## src/rtl/axi_slave_adapter.sv

```systemverilog
// AXI4-Lite slave that turns one read or write transaction at a time into a
// simple valid/ready memory request. Every output comes straight from a register.
module axi_slave_adapter #(
    parameter int ADDR_W = 32
) (
    input  logic              clk_i,
    input  logic              rst_i,
    input  logic [ADDR_W-1:0] AWADDR_i,
    input  logic              AWVALID_i,
    output logic              AWREADY_o,
    input  logic [31:0]       WDATA_i,
    input  logic [3:0]        WSTRB_i,
    input  logic              WVALID_i,
    output logic              WREADY_o,
    output logic [1:0]        BRESP_o,
    output logic              BVALID_o,
    input  logic              BREADY_i,
    input  logic [ADDR_W-1:0] ARADDR_i,
    input  logic              ARVALID_i,
    output logic              ARREADY_o,
    output logic [31:0]       RDATA_o,
    output logic [1:0]        RRESP_o,
    output logic              RVALID_o,
    input  logic              RREADY_i,
    output logic              mem_valid_o,
    output logic [ADDR_W-1:0] mem_addr_o,
    output logic [31:0]       mem_wdata_o,
    output logic [3:0]        mem_wstrb_o,
    input  logic              mem_ready_i,
    input  logic [31:0]       mem_rdata_i
);

    typedef enum logic [2:0] {
        IDLE      = 3'd0,
        RD_ADDR   = 3'd1,
        RD_MEM    = 3'd2,
        RD_RESP   = 3'd3,
        WR_ACCEPT = 3'd4,
        WR_MEM    = 3'd5,
        WR_RESP   = 3'd6
    } state_t;

    state_t            state;
    logic              aw_done;
    logic              w_done;
    logic              last_wr;
    logic [ADDR_W-1:0] awaddr_q;
    logic [31:0]       wdata_q;
    logic [3:0]        wstrb_q;

    // Handshake rule, AXI and memory side alike: a beat transfers on the rising
    // clk_i edge where VALID and READY are both 1; VALID holds its payload
    // stable until that edge, and READY is never a function of VALID.
    logic              aw_fire;
    logic              w_fire;
    logic              aw_next;
    logic              w_next;
    logic [ADDR_W-1:0] awaddr_next;
    logic [31:0]       wdata_next;
    logic [3:0]        wstrb_next;
    logic              wr_req;

    assign aw_fire     = AWVALID_i & AWREADY_o;
    assign w_fire      = WVALID_i & WREADY_o;
    assign aw_next     = aw_done | aw_fire;
    assign w_next      = w_done | w_fire;
    assign awaddr_next = aw_fire ? AWADDR_i : awaddr_q;
    assign wdata_next  = w_fire ? WDATA_i : wdata_q;
    assign wstrb_next  = w_fire ? WSTRB_i : wstrb_q;
    assign wr_req      = AWVALID_i | WVALID_i;

    // The adapter never reports an error.
    assign RRESP_o = 2'b00;
    assign BRESP_o = 2'b00;

    always_ff @(posedge clk_i or posedge rst_i) begin
        if (rst_i) begin
            state       <= IDLE;
            aw_done     <= 1'b0;
            w_done      <= 1'b0;
            last_wr     <= 1'b0;
            awaddr_q    <= '0;
            wdata_q     <= '0;
            wstrb_q     <= '0;
            AWREADY_o   <= 1'b0;
            WREADY_o    <= 1'b0;
            BVALID_o    <= 1'b0;
            ARREADY_o   <= 1'b0;
            RDATA_o     <= '0;
            RVALID_o    <= 1'b0;
            mem_valid_o <= 1'b0;
            mem_addr_o  <= '0;
            mem_wdata_o <= '0;
            mem_wstrb_o <= '0;
        end else begin
            case (state)
                IDLE: begin
                    // With both sides pending, last_wr picks whoever was not served last.
                    if (ARVALID_i && (!wr_req || last_wr)) begin
                        ARREADY_o <= 1'b1;
                        state     <= RD_ADDR;
                    end else if (wr_req) begin
                        AWREADY_o <= ~aw_done;
                        WREADY_o  <= ~w_done;
                        state     <= WR_ACCEPT;
                    end
                end

                RD_ADDR: begin
                    ARREADY_o <= 1'b0;
                    if (ARVALID_i) begin
                        mem_addr_o  <= ARADDR_i;
                        mem_wstrb_o <= 4'b0000;
                        mem_valid_o <= 1'b1;
                        state       <= RD_MEM;
                    end else begin
                        state <= IDLE;
                    end
                end

                RD_MEM: begin
                    if (mem_ready_i) begin
                        mem_valid_o <= 1'b0;
                        RDATA_o     <= mem_rdata_i;
                        RVALID_o    <= 1'b1;
                        state       <= RD_RESP;
                    end
                end

                RD_RESP: begin
                    if (RREADY_i) begin
                        RVALID_o <= 1'b0;
                        last_wr  <= 1'b0;
                        state    <= IDLE;
                    end
                end

                WR_ACCEPT: begin
                    if (aw_fire) begin
                        awaddr_q  <= AWADDR_i;
                        aw_done   <= 1'b1;
                        AWREADY_o <= 1'b0;
                    end
                    if (w_fire) begin
                        wdata_q  <= WDATA_i;
                        wstrb_q  <= WSTRB_i;
                        w_done   <= 1'b1;
                        WREADY_o <= 1'b0;
                    end
                    if (aw_next && w_next) begin
                        AWREADY_o <= 1'b0;
                        WREADY_o  <= 1'b0;
                        // An all-zero strobe writes nothing, so memory is not touched.
                        if (wstrb_next == 4'b0000) begin
                            BVALID_o <= 1'b1;
                            state    <= WR_RESP;
                        end else begin
                            mem_addr_o  <= awaddr_next;
                            mem_wdata_o <= wdata_next;
                            mem_wstrb_o <= wstrb_next;
                            mem_valid_o <= 1'b1;
                            state       <= WR_MEM;
                        end
                    end
                end

                WR_MEM: begin
                    if (mem_ready_i) begin
                        mem_valid_o <= 1'b0;
                        BVALID_o    <= 1'b1;
                        state       <= WR_RESP;
                    end
                end

                WR_RESP: begin
                    if (BREADY_i) begin
                        BVALID_o <= 1'b0;
                        aw_done  <= 1'b0;
                        w_done   <= 1'b0;
                        last_wr  <= 1'b1;
                        state    <= IDLE;
                    end
                end

                default: state <= IDLE;
            endcase
        end
    end

endmodule

```

## config.mk

```make
export PLATFORM = sky130hd
export DESIGN_NAME = axi_slave_adapter
export DESIGN_NICKNAME = d
export VERILOG_FILES = /design/src/rtl/axi_slave_adapter.sv
export SDC_FILE = /design/constraint.sdc
export NUM_CORES = 1
export LEC_CHECK = 0
export CORE_MARGIN = 1
export CORE_UTILIZATION = 25
export DETAILED_ROUTE_END_ITERATION = 10
export GPL_ROUTABILITY_DRIVEN = 0
export GPL_TIMING_DRIVEN = 0
export MAX_ROUTING_LAYER = met4
export PLACE_DENSITY_LB_ADDON = 0.05
export SLEW_MARGIN = 20
export SYNTH_ARGS = -nofsm -noshare
export SYNTH_HDL_FRONTEND = slang
export SYNTH_SLANG_ARGS = --single-unit
```

## constraint.sdc

```tcl
create_clock -name clk_i -period 19.4 [get_ports clk_i]
set_input_delay 3.88 -clock clk_i [delete_from_list [all_inputs] [get_ports clk_i]]
set_output_delay 3.88 -clock clk_i [all_outputs]
set_load 0.02 [all_outputs]
```

# ---- Yosys cells after proc, flatten, opt, wreduce, memory -nomap -nowiden
# Index checks and enable logic that the tools add are counted.
dict set report totals {
  reg_bits 180
  latch_bits 0
  ram_bits 0
  mem_bits_ro 0
  inputBits 140
  out_inout_bits 110
  elab_cells 127
  mem_count 0
}
dict set report op_classes {
  n_addsub 0
  multipliers 0
  div 0
  magnitude_cmp 0
  n_eq_ne 23
  shift 0
  muxes 51
  bitwise 8
  reduce_logical 28
}
# operator count
set op_table {}
lappend op_table {{$mux 32} 5}
lappend op_table {{$pmux 32 s2} 1}
lappend op_table {{$ne 2x2->1 const B} 13}
lappend op_table {{$mux 1} 21}
lappend op_table {{$mux 3} 7}
lappend op_table {{$pmux 3 s7} 1}
lappend op_table {{$mux 4} 4}
lappend op_table {{$reduce_and 3->1} 5}
lappend op_table {{$pmux 1 s2} 7}
lappend op_table {{$reduce_and 4->1} 3}
lappend op_table {{$reduce_bool 2->1} 6}
lappend op_table {{$reduce_and 5->1} 2}
lappend op_table {{$eq 3x3->1 const B} 3}
lappend op_table {{$ne 3x3->1 const B} 3}
lappend op_table {{$pmux 4 s2} 1}
lappend op_table {{$eq 3x2->1 const B} 2}
lappend op_table {{$pmux 1 s3} 2}
lappend op_table {{$reduce_and 6->1} 1}
lappend op_table {{$reduce_bool 3->1} 2}
lappend op_table {{$logic_not 4->1} 1}
lappend op_table {{$mux 2} 2}
lappend op_table {{$reduce_and 2->1} 2}
lappend op_table {{$eq 3x1->1 const B} 1}
lappend op_table {{$logic_not 3->1} 1}
lappend op_table {{8 further kinds} 14}

# ---- Depth between registers and ports, before layout
dict set report depth {
  word_depth 6
  mapped_depth 8
  ltp_nobuf 5
}

# ---- Worst setup path after synthesis
# OpenSTA, ideal clock, no wires.
dict set report synth_timing {
  path_type {input to register}
  from {input WVALID_i}
  to {register mem_addr_o[0]}
  setup_time_ns 0.118
  arrival_ns 5.137
  t_required_ns 19.282
  path_slack_ns 14.145
  path_stages 7
  n_path_buf 2
  cell_sequence {and2_1 -> buf_2 -> o22a_1 -> a31oi_4 -> buf_4 -> a311oi_1 -> a21o_1}
}
dict set report synth_via {
  elab_chain_len 5
  word_cells_on_any_way 8
  cone_classes {2 x eq/ne; 1 x mux; 2 x bitwise; 3 x reduce/logical}
}
# item line
set synth_rtl {}
lappend synth_rtl {{from (decl)} 13} ;# input logic WVALID_i,
lappend synth_rtl {{$and 1x1->1 *} 64} ;# assign w_fire = WVALID_i & WREADY_o;
lappend synth_rtl {{$mux 4 / $or 1x1->1 (equally long branches)} --}
lappend synth_rtl {{$logic_not 4->1 / $logic_and 1x1->1 (equally long branches)} {154, 150}}
lappend synth_rtl {{$ne 2x2->1 (no source line)} --}
lappend synth_rtl {{$reduce_and 4->1 (no source line) *} --}
lappend synth_rtl {{to (signal assigned)} 112} ;# mem_addr_o <= ARADDR_i;
lappend synth_rtl {{to (signal assigned)} 158} ;# mem_addr_o <= awaddr_next;
lappend synth_rtl {{to (decl)} 26} ;# output logic [ADDR_W-1:0] mem_addr_o,
# Every way passes the cells marked *; elsewhere a longest branch is shown, timed or not.
# A chain may end at the register's enable or synchronous reset.

# ---- Worst setup path after layout
dict set report layout_timing {
  from {input WVALID_i}
  to {register mem_wdata_o[4]}
}
dict set report layout_via {
  elab_chain_len 5
  word_cells_on_any_way 8
  cone_classes {2 x mux; 3 x bitwise; 3 x reduce/logical}
}
# item line
set layout_rtl {}
lappend layout_rtl {{$and 1x1->1 *} 64}
lappend layout_rtl {{$mux 4} --}
lappend layout_rtl {{$logic_not 4->1} 154} ;# if (wstrb_next == 4'b0000) begin
lappend layout_rtl {{$not 1->1 (no source line)} --}
lappend layout_rtl {{$reduce_and 3->1 (no source line)} --}
lappend layout_rtl {{to (signal assigned)} 159} ;# mem_wdata_o <= wdata_next;
lappend layout_rtl {{to (decl)} 27} ;# output logic [31:0] mem_wdata_o,
# Marks and branches as above.

==> results.sh <==
export IMPL_pre_cts_ws_ns=13.11
export IMPL_ys_ff_latch=180
export IMPL_synth_distinct_cells=38
export IMPL_fin_area_um2=11500
export IMPL_cp_arrival_ns=6.09
export IMPL_overflow=0
export IMPL_grt_usage=0.153
export IMPL_ctsResizeCount=0
export IMPL_crit_path_top_delay_cell="mux2i_2"
export IMPL_period_needed_ns=5.81
export IMPL_grt_pass1_vias=6382
export IMPL_nFillCells=3119
export IMPL_initial_utilization=0.257
export IMPL_synthesis_area_um2=7940
export IMPL_synth_top_family_by_area="multiplexers"
export IMPL_max_cap_violations=0
export IMPL_grt_max_degree=88
export IMPL_syn_inst=683
export IMPL_top_layer="met4"
export IMPL_die_h_um=180
export IMPL_p_per_area_nw_per_um2=160
export IMPL_die_w_um=180
export IMPL_wl_met2_um=10500
export IMPL_syn_to_final_growth_pct=45.4
export IMPL_synthFlopType="dfrtp_1"
export IMPL_routedWlPerCell_um=17.3
export IMPL_fin_ws_ns=13.59
export IMPL_finalCritPeriodShare=0.299
export IMPL_cts_tree="done"
export IMPL_io_pins=250
export IMPL_ir_drop_mv=0.0586
export IMPL_worstSetupEndpointType="register"
export IMPL_drt_wl_total_um=23500
export IMPL_synthMuxAreaShare=0.192
export IMPL_yosysWarnings=0
export IMPL_setup_viol=0
export IMPL_setup_tns_ns=0
export IMPL_avgSynthCellArea_um2=11.6
export IMPL_synth_edf_count=0
export IMPL_viasPerCell=4.46
export IMPL_dr_pass1_iters=4
export IMPL_met1_length_um=11400
export IMPL_final_nets=1092
export IMPL_multiInputGateArea_um2=3190
export IMPL_seq_area_um2=4500
export IMPL_htreeDepth=4
export IMPL_worst_pin_slew_ns=0.839
export IMPL_met3_length_um=1410
export IMPL_power_leakage_uw=0.00491
export IMPL_num_rows=64
export IMPL_port_buffers=245
export IMPL_post_cts_setup_buffer_count=0
export IMPL_crit_path_max_fanout=10
export IMPL_start_kind="primary input"
export IMPL_drt_iter0_drc=227
export IMPL_drv_slew=0
export IMPL_async_flop_share=1.00
export IMPL_crit_type="in -> reg"
export IMPL_maxSlewHeadroom=0.441
export IMPL_final_hold_viol_count=0
export IMPL_status="complete, no violations"
export IMPL_drc_errors=0
export IMPL_vias=6077
export IMPL_grt_first_pass_wirelength_um=37400
export IMPL_synthAdderAreaFrac=0
export IMPL_cts_hold_buf=0
export IMPL_dp_hpwl_um=16800
export IMPL_synth_top_area_frac=0.567
export IMPL_dpl_cell_area_um2=11000
export IMPL_fmax_mhz=172
export IMPL_synthSimpleGateAreaFrac=0.0912
export IMPL_holdCritPathClass="reg -> reg"
export IMPL_clk_pin_slew_worst_paths_ns=0.07
export IMPL_cts_root_buf="clkbuf_16"
export IMPL_core_area_um2=30900
export IMPL_synth_compound_area_frac=0.118
export IMPL_antenna_found_initial=3
export IMPL_cts_max_path_buffers=2
export IMPL_die_area_um2=32500
export IMPL_synth_area_leaders="dfrtp_1, mux2_2, nand2_1"
export IMPL_post_route_util=0.374
export IMPL_ys_seq_area_frac=0.567
export IMPL_clk_latency_ns=0.43
export IMPL_cp_common_cell="nand2_1"
export IMPL_clock_skew_ns=0.0122
export IMPL_synthXorXnorAreaFrac=0
export IMPL_antenna_left=0
export IMPL_clock_sinks=180
export IMPL_yosysTopAreaCell="dfrtp_1"
export IMPL_cts_made_buffers=17
export IMPL_crit_chain="clkdlybuf4s50_1 > nand2_1 > mux2i_2 > nand3_2 > clkbuf_1 > nand2_1 > o21ai_0"
export IMPL_drive_gt1_frac=0.176
export IMPL_slowest_delay_ns=0.51
export IMPL_rsz0062_at_grt="false"
export IMPL_cp_data_required_time_ns=19.68
[cells by family (layout without fill, tap and decap cells)]
logic type | count (synthesis) | count (layout)
simple gates | 176 | 176
other cells | 1 | 7
buf+inv | 52 | 330
compound gates | 135 | 135
mux | 139 | 139
flops | 180 | 180
[area by class of cell]
cell class                 instances  area share
timing repair buffer             247       0.217
antenna                            3    0.000650
tap                              396      0.0429
clock inverter                    11      0.0111
multi-input combinational        454       0.277
buffer                            50      0.0214
clock buffer                      20      0.0387
inverter                           2     0.00130
sequential                       180       0.390
[cells in the final DEF, fill, tap and decap left out, types with 3 or more instances in the layout]
cell type / n
a21o_1: 31
a311oi_1: 31
conb_1: 4
clkbuf_1: 19
mux2_2: 101
buf_2: 23
dfrtp_1: 180
nor3_1: 7
nor2_1: 41
clkinv_4: 4
nand3b_1: 3
a2bb2oi_1: 3
clkdlybuf4s50_1: 245
clkinv_2: 3
buf_4: 8
o21ai_0: 43
o21a_1: 3
nor4_1: 3
nand2_1: 111
mux2i_1: 37
diode_2: 3
o31ai_1: 4
a21oi_1: 12
clkbuf_16: 17
[cell usage after synthesis (2+ instances only)]
master / instances
dfrtp_1: 180
nand2_1: 111
mux2_2: 101
o21ai_0: 43
nor2_1: 41
mux2i_1: 37
a21o_1: 31
a311oi_1: 31
buf_2: 23
clkbuf_1: 17
a21oi_1: 12
buf_4: 8
nor3_1: 7
o31ai_1: 4
a2bb2oi_1: 3
nand3b_1: 3
nor4_1: 3
o21a_1: 3
and2_1: 2
buf_1: 2
inv_1: 2
nand2b_1: 2
nand3_1: 2
[per-stage QoR]
stage	power, uW	hold slack [ns]	std cells
after floorplan	1150	0.480	686
after global placement	1510	0.461	1327
after detailed placement	1520	0.467	1329
after CTS	1880	0.483	1360
after global routing	1980	0.492	1363
final	1840	0.475	1363
[where the power goes]
part	total (uW)	internal [uW]	leakage, uW	switching [uW]
Combinational	849	411	0.00237	438
Clock	351	194	0.000285	157
Sequential	645	553	0.00226	91.6
[worst paths after layout]
path                                     start  slack, ns  depth (start not counted)             end
max in group asynchronous                rst_i      14.85                          3  mem_wdata_o[5]
worst min-delay path            mem_addr_o[23]       0.47                          1  mem_addr_o[23]
worst max-delay path                  WVALID_i      13.59                          7  mem_wdata_o[4]
worst min register to register  mem_addr_o[23]       0.47                          1  mem_addr_o[23]
worst max register to register        WREADY_o      17.14                          6  mem_wdata_o[4]
min in group asynchronous                rst_i       3.81                          2     RDATA_o[11]
[flip-flops by register name, indices dropped and copies added (netlist names), 3 cells and up]
signal and count:
mem_wstrb_o 4, state 3, wstrb_q 4, awaddr_q 32, wdata_q 32, mem_addr_o 32, RDATA_o 32, mem_wdata_o 32
[critical path: cells and delay by family]
| family | cells | cell delay [ns] |
|---|---|---|
| AOI/OAI and AO/OA | 1 | 0.10 |
| muxes | 1 | 0.51 |
| and+or+nand+nor | 3 | 0.75 |
| buffers and inverters | 2 | 0.83 |
[layer usage]
layer | track usage | up-vias
li1 | - | 2951
met1 | 0.203 | 2944
met2 | 0.226 | 171
met3 | 0.0459 | 11
met4 | 0.0403 | 0
met5 | - | -
Note: power is estimated with default switching activity, not from simulation.
